[src/rtl/hazard_scoreboard.sv]
// hazard_scoreboard: RAW hazard detection, bubble injection, halt drain and stall counting for an in-order pipeline
module hazard_scoreboard #(
   parameter int INST_W = 16,
   parameter int REG_W = 3,
   parameter int DEPTH = 3,
   parameter int FWD_EN = 0,
   parameter int RF_BYPASS = 1,
   parameter logic [INST_W-1:0] NOP_INST = INST_W'(16'h0800),
   parameter int CNT_W = 16
) (
   input  logic              clk,
   input  logic              rst,
   input  logic [INST_W-1:0] if_inst,
   input  logic              ext_stall,
   input  logic              id_rs_vld,
   input  logic [REG_W-1:0]  id_rs,
   input  logic              id_rt_vld,
   input  logic [REG_W-1:0]  id_rt,
   input  logic              id_wr_vld,
   input  logic [REG_W-1:0]  id_wr,
   input  logic              id_is_load,
   input  logic              id_is_halt,
   output logic [INST_W-1:0] inst_out,
   output logic              stall,
   output logic              halt,
   output logic              busy,
   output logic [CNT_W-1:0]  stall_count
);
   localparam int LAST = DEPTH - 1 - RF_BYPASS;
   typedef enum logic [1:0] {RUN, DRAIN, HALTED} state_t;
   state_t state;
   logic [DEPTH-1:0] vld;
   logic [DEPTH-1:0][REG_W-1:0] regs;
   logic ld0;
   logic hit, hazard, run;
   // only the EX entry's load flag is ever consulted (load-use), so older stages drop it
   always_comb begin
      hazard = 1'b0;
      hit = 1'b0;
      for (int e = 0; e < DEPTH; e++) begin
         hit = vld[e] & ((id_rs_vld & (id_rs == regs[e])) | (id_rt_vld & (id_rt == regs[e])));
         hazard = hazard | ((FWD_EN != 0) ? (e == 0 && hit && ld0) : (e <= LAST && hit));
      end
   end
   assign run = (state == RUN);
   assign stall = hazard & run;
   assign inst_out = (stall | ~run | id_is_halt) ? NOP_INST : if_inst;
   assign busy = |vld;
   assign halt = (state == HALTED);
   always_ff @(posedge clk) begin
      if (rst) begin
         vld <= '0;
         regs <= '0;
         ld0 <= 1'b0;
         state <= RUN;
         stall_count <= '0;
      end else if (!ext_stall) begin
         for (int i = DEPTH - 1; i > 0; i--) begin
            vld[i] <= vld[i-1];
            regs[i] <= regs[i-1];
         end
         vld[0] <= id_wr_vld & ~stall & run & ~id_is_halt;
         regs[0] <= id_wr;
         ld0 <= id_is_load;
         if (stall && !(&stall_count)) stall_count <= stall_count + 1'b1;
         state <= (run && !stall && id_is_halt) ? DRAIN :
                  (state == DRAIN && !busy) ? HALTED : state;
      end
   end
endmodule
[config.mk]
export PLATFORM = sky130hd
export DESIGN_NAME = hazard_scoreboard
export DESIGN_NICKNAME = d
export VERILOG_FILES = /design/src/rtl/hazard_scoreboard.sv
export SDC_FILE = /design/constraint.sdc
export NUM_CORES = 1
export LEC_CHECK = 0
export CORE_ASPECT_RATIO = 0.6
export CORE_MARGIN = 8
export CORE_UTILIZATION = 41
export DETAILED_ROUTE_END_ITERATION = 12
export PLACE_DENSITY = 0.79
export SETUP_SLACK_MARGIN = 0.1
export SLEW_MARGIN = 20
export SYNTH_ARGS = -nofsm -noshare
export SYNTH_HDL_FRONTEND = slang
export SYNTH_SLANG_ARGS = --single-unit
[constraint.sdc]
create_clock -name clk -period 2.3 [get_ports clk]
set_clock_uncertainty 0.1 [all_clocks]
set_input_delay 0.23 -clock clk [delete_from_list [all_inputs] [get_ports clk]]
set_output_delay 0.23 -clock clk [all_outputs]
set_load 0.005 [all_outputs]
* Word-level counts from Yosys, hierarchy flattened
Cells that the tools add are included.
Word-level totals: bits in registers 27, output and inout bits 35
Operators by class: $add $sub $neg 1, reduce and logical (&&, ||, !) cells 13, bitwise operators 19, muxes and demuxes 3, equality and inequality tests 6
Operators with widths (number):
- adder 16 x 1 -> 16 bit (second input constant) | 1
- two-way mux 16 bit | 1
- AND reduction 16 bit | 1
- == test 3 bit | 4
- AND 1 bit | 10
- OR 1 bit | 5
- logical AND 1 bit | 4
- two-way mux 2 bit | 2
- NOT 1 bit | 4
- AND reduction 2 bit | 2
- zero test 1 bit | 3
- OR reduction 3 bit | 1
- == test 2 x 1 -> 1 bit (second input constant) | 1
- == test 2 bit (second input constant) | 1
- zero test 2 bit | 1
- nonzero test 2 bit | 1

* Logic depth before layout (Yosys ltp)
Gate-level depths: netlist (run 1).
depth after elaboration 11, gate-level depth with buffers 9

* Least setup slack after synthesis (run 1)
No wires, ideal clock.
path kind flip-flop to flip-flop, from register stall_count[0], to register stall_count[11], data required time 2.130 ns, setup slack 0.354 ns, arrival 1.775 ns, clock period less this slack 1.946 ns, stages on the path, launching flop included 9, cell sequence dfxtp_1 ha_1 nand3_1 nor4_2 a211oi_2 nor2_2 buf_6 or4_1 a21oi_1
On the way: cells in the longest elaborated chain, start to end 4, elaborated cells on any way between the ends 5
Ends and longest elaborated chain:
- start: declaration | RTL line 27 | output logic [CNT_W-1:0] stall_count
- start signal: assignment | RTL line 65 | if (stall && !(&stall_count)) stall_count <= stall_count + 1'b1;
- parallel branches: the longest is 4 deep, another holds adder 16 x 1 -> 16 bit
Parallel ways; which one is timed is not known. A chain may end at the register's enable or synchronous reset.

* Final worst setup path (run 1)
from register regs[5] (netlist bit), to output port inst_out[2]
On the way: cells in the longest elaborated chain, start to end 9, elaborated cells on any way between the ends 11
Ends and longest elaborated chain:
- start: declaration | RTL line 33 | logic [DEPTH-1:0][REG_W-1:0] regs;
- start signal: indexed assignment | RTL line 60 | regs[i] <= regs[i-1];
- == test 3 bit | RTL line 41 | hit = vld[e] & ((id_rs_vld & (id_rs == regs[e])) | (id_rt_vld & (id_rt == regs[e])));
- AND 1 bit | RTL line 41
- OR 1 bit (*) | RTL line 41
- AND 1 bit (*) | RTL line 41
- OR 1 bit (*) | RTL line 42 | hazard = hazard | ((FWD_EN != 0) ? (e == 0 && hit && ld0) : (e <= LAST && hit));
- AND 1 bit (*) | RTL line 46 | assign stall = hazard & run;
- OR 1 bit (*) (2 in series) | RTL line 47 | assign inst_out = (stall | ~run | id_is_halt) ? NOP_INST : if_inst;
- two-way mux 16 bit (*) | RTL line 47
- end: declaration | RTL line 23 | output logic [INST_W-1:0] inst_out,
Mark *: on every way between the ends. The rest lies on a longest branch, timed or not.

==> run metrics, run 1 <==
outcome finished, violations left; violations in the final reports negative setup slack; Max Cap Viol 0; Register-to-Register Path Depth 8; CP required 1.97 ns; weighted congestion at the end of routability-driven global placement 0.814; final non-filler cell total about 330; Worst Path Arrival around 2.1 ns; startpoint type of the worst setup path register; TritonCTS clock tree yes; leakage power total ~1.2 nW; worst hold path class register to register; Global Route Usage Sum 0.165; number of distinct library cells after synthesis 37; worst flop-to-flop path endpoint stall_count[11]; maximum clock rate around 0.41 GHz; wire length per cell after detailed routing about 16 um; minimum clock period after layout about 2.4 ns; total number of placement rows 17; Worst Path Buf+Inv 4; cell repeated most along the worst path sky130_fd_sc_hd__buf_6; number of buffers between clock root and the deepest sink 2; Port Buffer Count 66; number of cells traversed by the worst hold path 2; total power roughly 0.0010 W; pin count of the biggest net entering global routing 15; Crit path max-delay family simple AND/OR/NAND/NOR gates; placed instance area ~2400 um2; syn avg cell area between 8 and 9 um2; Hold Path End vld[2]; start point of the worst hold path vld[2]; total non-filler cell area in the finished layout 2800 um2; overflow left after global routing 0; diodes inserted 0; Slew headroom 0.706; most common cell after layout, fill and taps aside sky130_fd_sc_hd__clkdlybuf4s50_1; area of the multi-input gates ~1100 um2; cell chosen for the clock root sky130_fd_sc_hd__clkbuf_8; iteration count of the initial detailed-routing pass 4; setup slack at placement -0.425 ns; Num Clock Sinks 27; slack of the critical path -0.141 ns; Filler Cells Inserted between 200 and 250; number of I/O pins 68; slowest stage cell on the critical path sky130_fd_sc_hd__dfxtp_4; Placed Instances a little over 300; CTS buffer count 3; number of synthesis warnings 0; Die Footprint ~5900 um2; number of register bits inferred by synthesis 27; number of global-route vias before repair 1682; share of cells above drive strength 1 0.397; relative area change from synthesis to final layout 86.2%; setup-violating endpoint count in the final report 16; Mapped Nets a little over 200; synthesized area roughly 1500 um2; r2r startpoint regs[2]; most used cells in the layout excluding fill and tap cells 43 x sky130_fd_sc_hd__clkdlybuf4s50_1, 38 x sky130_fd_sc_hd__buf_4, 23 x sky130_fd_sc_hd__buf_6; Detailed Route Iter0 Violations roughly 70; utilization of the core after routing 0.780; clock latency at the later pin of the worst-skew pair between 0.2 and 0.3 ns; final clock period utilization by the worst path 1.06; power density over the cells about 370 nW/um2; final antenna-violating net count 0; number of failing hold endpoints at the final stage 0; Post-Route WL 5.31 mm; first-pass GRT wire length between 7 and 8 mm; crit path cell chain xnor2_2, nand4_1, nand2_1, a22oi_2, nor4b_4, buf_4, buf_6, buf_6, and2_4, buf_6; placed wire-length estimate after detailed placement approximately 3.5 mm; vertical die dimension 62.9 um; number of max-slew violations in the final report 0; Core Box Area ~3600 um2; Seq/Total Area, Yosys 0.359; path type of the worst setup path register to output port; Clock Pin Slew Worst Setup and Hold Paths around 0.090 ns; initial cell density of the core 0.419; total vias in the final route roughly 1700; number of hold buffers added after cts 0; number of design rule violations left after detail routing 0; Worst VDD drop roughly 0.26 mV; setup repair after global routing missed its margin yes; Worst Setup End Kind output port; sequential cell area in the final layout 557 um2; chip width between 90 and 100 um; Synth Instances 172; actual transition at the worst max-transition pin 0.439 ns; H-tree lvl count 1; top fanout value on the critical path 3; number of vias per cell between 5 and 6; initial antenna violation count 0; minimum setup slack among reg-to-reg paths around 0.060 ns; largest incremental delay on the critical path between 0.3 and 0.4 ns; nets@finish about 320
## synth_stat cells
master	number	share of area
sky130_fd_sc_hd__a211oi_2	2	0.017
sky130_fd_sc_hd__a21oi_1	9	0.030
sky130_fd_sc_hd__a22oi_1	1	0.0050
sky130_fd_sc_hd__a32oi_1	1	0.0058
sky130_fd_sc_hd__and2_1	15	0.062
sky130_fd_sc_hd__and3_1	3	0.012
sky130_fd_sc_hd__buf_1	1	0.0025
sky130_fd_sc_hd__buf_4	1	0.0050
sky130_fd_sc_hd__buf_6	1	0.0075
sky130_fd_sc_hd__clkbuf_1	4	0.010
sky130_fd_sc_hd__dfxtp_1	27	0.36
sky130_fd_sc_hd__ha_1	1	0.0083
sky130_fd_sc_hd__inv_1	2	0.0050
sky130_fd_sc_hd__mux2_1	2	0.015
sky130_fd_sc_hd__mux2i_1	9	0.060
sky130_fd_sc_hd__nand2_1	9	0.022
sky130_fd_sc_hd__nand2b_1	1	0.0042
sky130_fd_sc_hd__nand3_1	5	0.017
sky130_fd_sc_hd__nand4_1	8	0.033
sky130_fd_sc_hd__nor2_1	16	0.040
sky130_fd_sc_hd__nor2_2	1	0.0042
sky130_fd_sc_hd__nor2b_1	6	0.025
sky130_fd_sc_hd__nor3_1	2	0.0067
sky130_fd_sc_hd__nor3_2	1	0.0067
sky130_fd_sc_hd__nor3b_1	1	0.0050
sky130_fd_sc_hd__nor4_1	1	0.0042
sky130_fd_sc_hd__nor4_2	1	0.0083
sky130_fd_sc_hd__nor4b_4	1	0.016
sky130_fd_sc_hd__o21ai_0	4	0.013
sky130_fd_sc_hd__o21ai_1	2	0.0067
sky130_fd_sc_hd__o2bb2ai_1	1	0.0058
sky130_fd_sc_hd__o31ai_1	6	0.030
sky130_fd_sc_hd__or3_1	3	0.012
sky130_fd_sc_hd__or4_1	6	0.030
sky130_fd_sc_hd__or4b_1	1	0.0067
sky130_fd_sc_hd__xnor2_1	16	0.093
sky130_fd_sc_hd__xor2_1	1	0.0058
## worst min-delay path: cells and delay by family, from the launching register on
family | cells | cell delay [ns]
multiplexers | 1 | 0.06
AND/OR/NAND/NOR | 1 | 0.07
flip-flops | 1 | 0.33
## registers in the layout (all words and copies together), names as in the netlist
name	count
regs	6
stall_count	16
vld	3
state	2
## metal layers
| layer | routed length [um] | GRT usage |
|---|---|---|
| met1 | 2390 | 0.195 |
| met2 | 2310 | 0.249 |
| met3 | 520 | 0.0863 |
| met4 | 102 | 0.0530 |
| met5 | 0 | 0 |
## report_power, final
group | switching (W) | total [W] | internal (W)
Sequential | 0.0000148 | 0.000489 | 0.000475
Combinational | 0.0000978 | 0.000284 | 0.000187
Clock | 0.000145 | 0.000269 | 0.000124
## worst max path at each step
stage / start / endpoint / slack (ns) / depth (start not counted)
global placement: id_rs[0] / inst_out[10] / -0.40 / 9
detailed placement: id_rt[0] / inst_out[10] / -0.43 / 9
global route: regs[5] / inst_out[15] / -0.29 / 10
floorplan: stall_count[0] / stall_count[11] / 0.35 / 8
CTS: regs[5] / inst_out[2] / -0.05 / 10
finish: regs[5] / inst_out[2] / -0.14 / 10
## cells by family (layout without fill, tap and decap cells)
kind of cell,Yosys count,count (layout),synth area share
multiplexers,11,11,0.0748
flip-flops,27,27,0.359
XOR/XNOR,17,17,0.0989
AO/OA/AOI/OAI,26,26,0.113
AND/OR/NAND/NOR,81,82,0.316
buffers and inverters,9,118,0.0299
adder cells (fa/ha/maj),1,1,0.00831
## layout make-up
cell class / instances / share of cell area
Multi-Input combinational cell: 137 / 0.390
Timing Repair Buffer: 112 / 0.371
Sequential cell: 27 / 0.199
Tap cell: 47 / 0.0210
Clock buffer: 4 / 0.0161
Inverter: 2 / 0.00268
## stage by stage
| stage | TNS, ns | hold WS, ns |
|---|---|---|
| after detailed placement | -7.59 | 0.381 |
| final | -1.16 | 0.398 |
| after global routing | -3.47 | 0.440 |
| after CTS | -0.410 | 0.405 |
| after floorplan | 0 | 0.274 |
| after global placement | -6.68 | 0.381 |
## what timing repair did
action | CTS | global route
resized for setup | 106 | 37
cloned | 2 | 1
setup endpoints to repair | 19 | 33
pin swaps | 14 | 27
buffers inserted | 13 | 5
Note: power is estimated with default switching activity, not from simulation.
==> inputs of run 2 (changes only) <==
--- a/config.mk
+++ b/config.mk
@@ -5,6 +5,7 @@
 export SDC_FILE = /design/constraint.sdc
 export NUM_CORES = 1
 export LEC_CHECK = 0
+export ABC_CLOCK_PERIOD_IN_PS = 2300
 export CORE_ASPECT_RATIO = 0.6
 export CORE_MARGIN = 8
 export CORE_UTILIZATION = 41
==> results of run 2 <==
The final DEF is identical to that of run 1; final timing and power are the same.
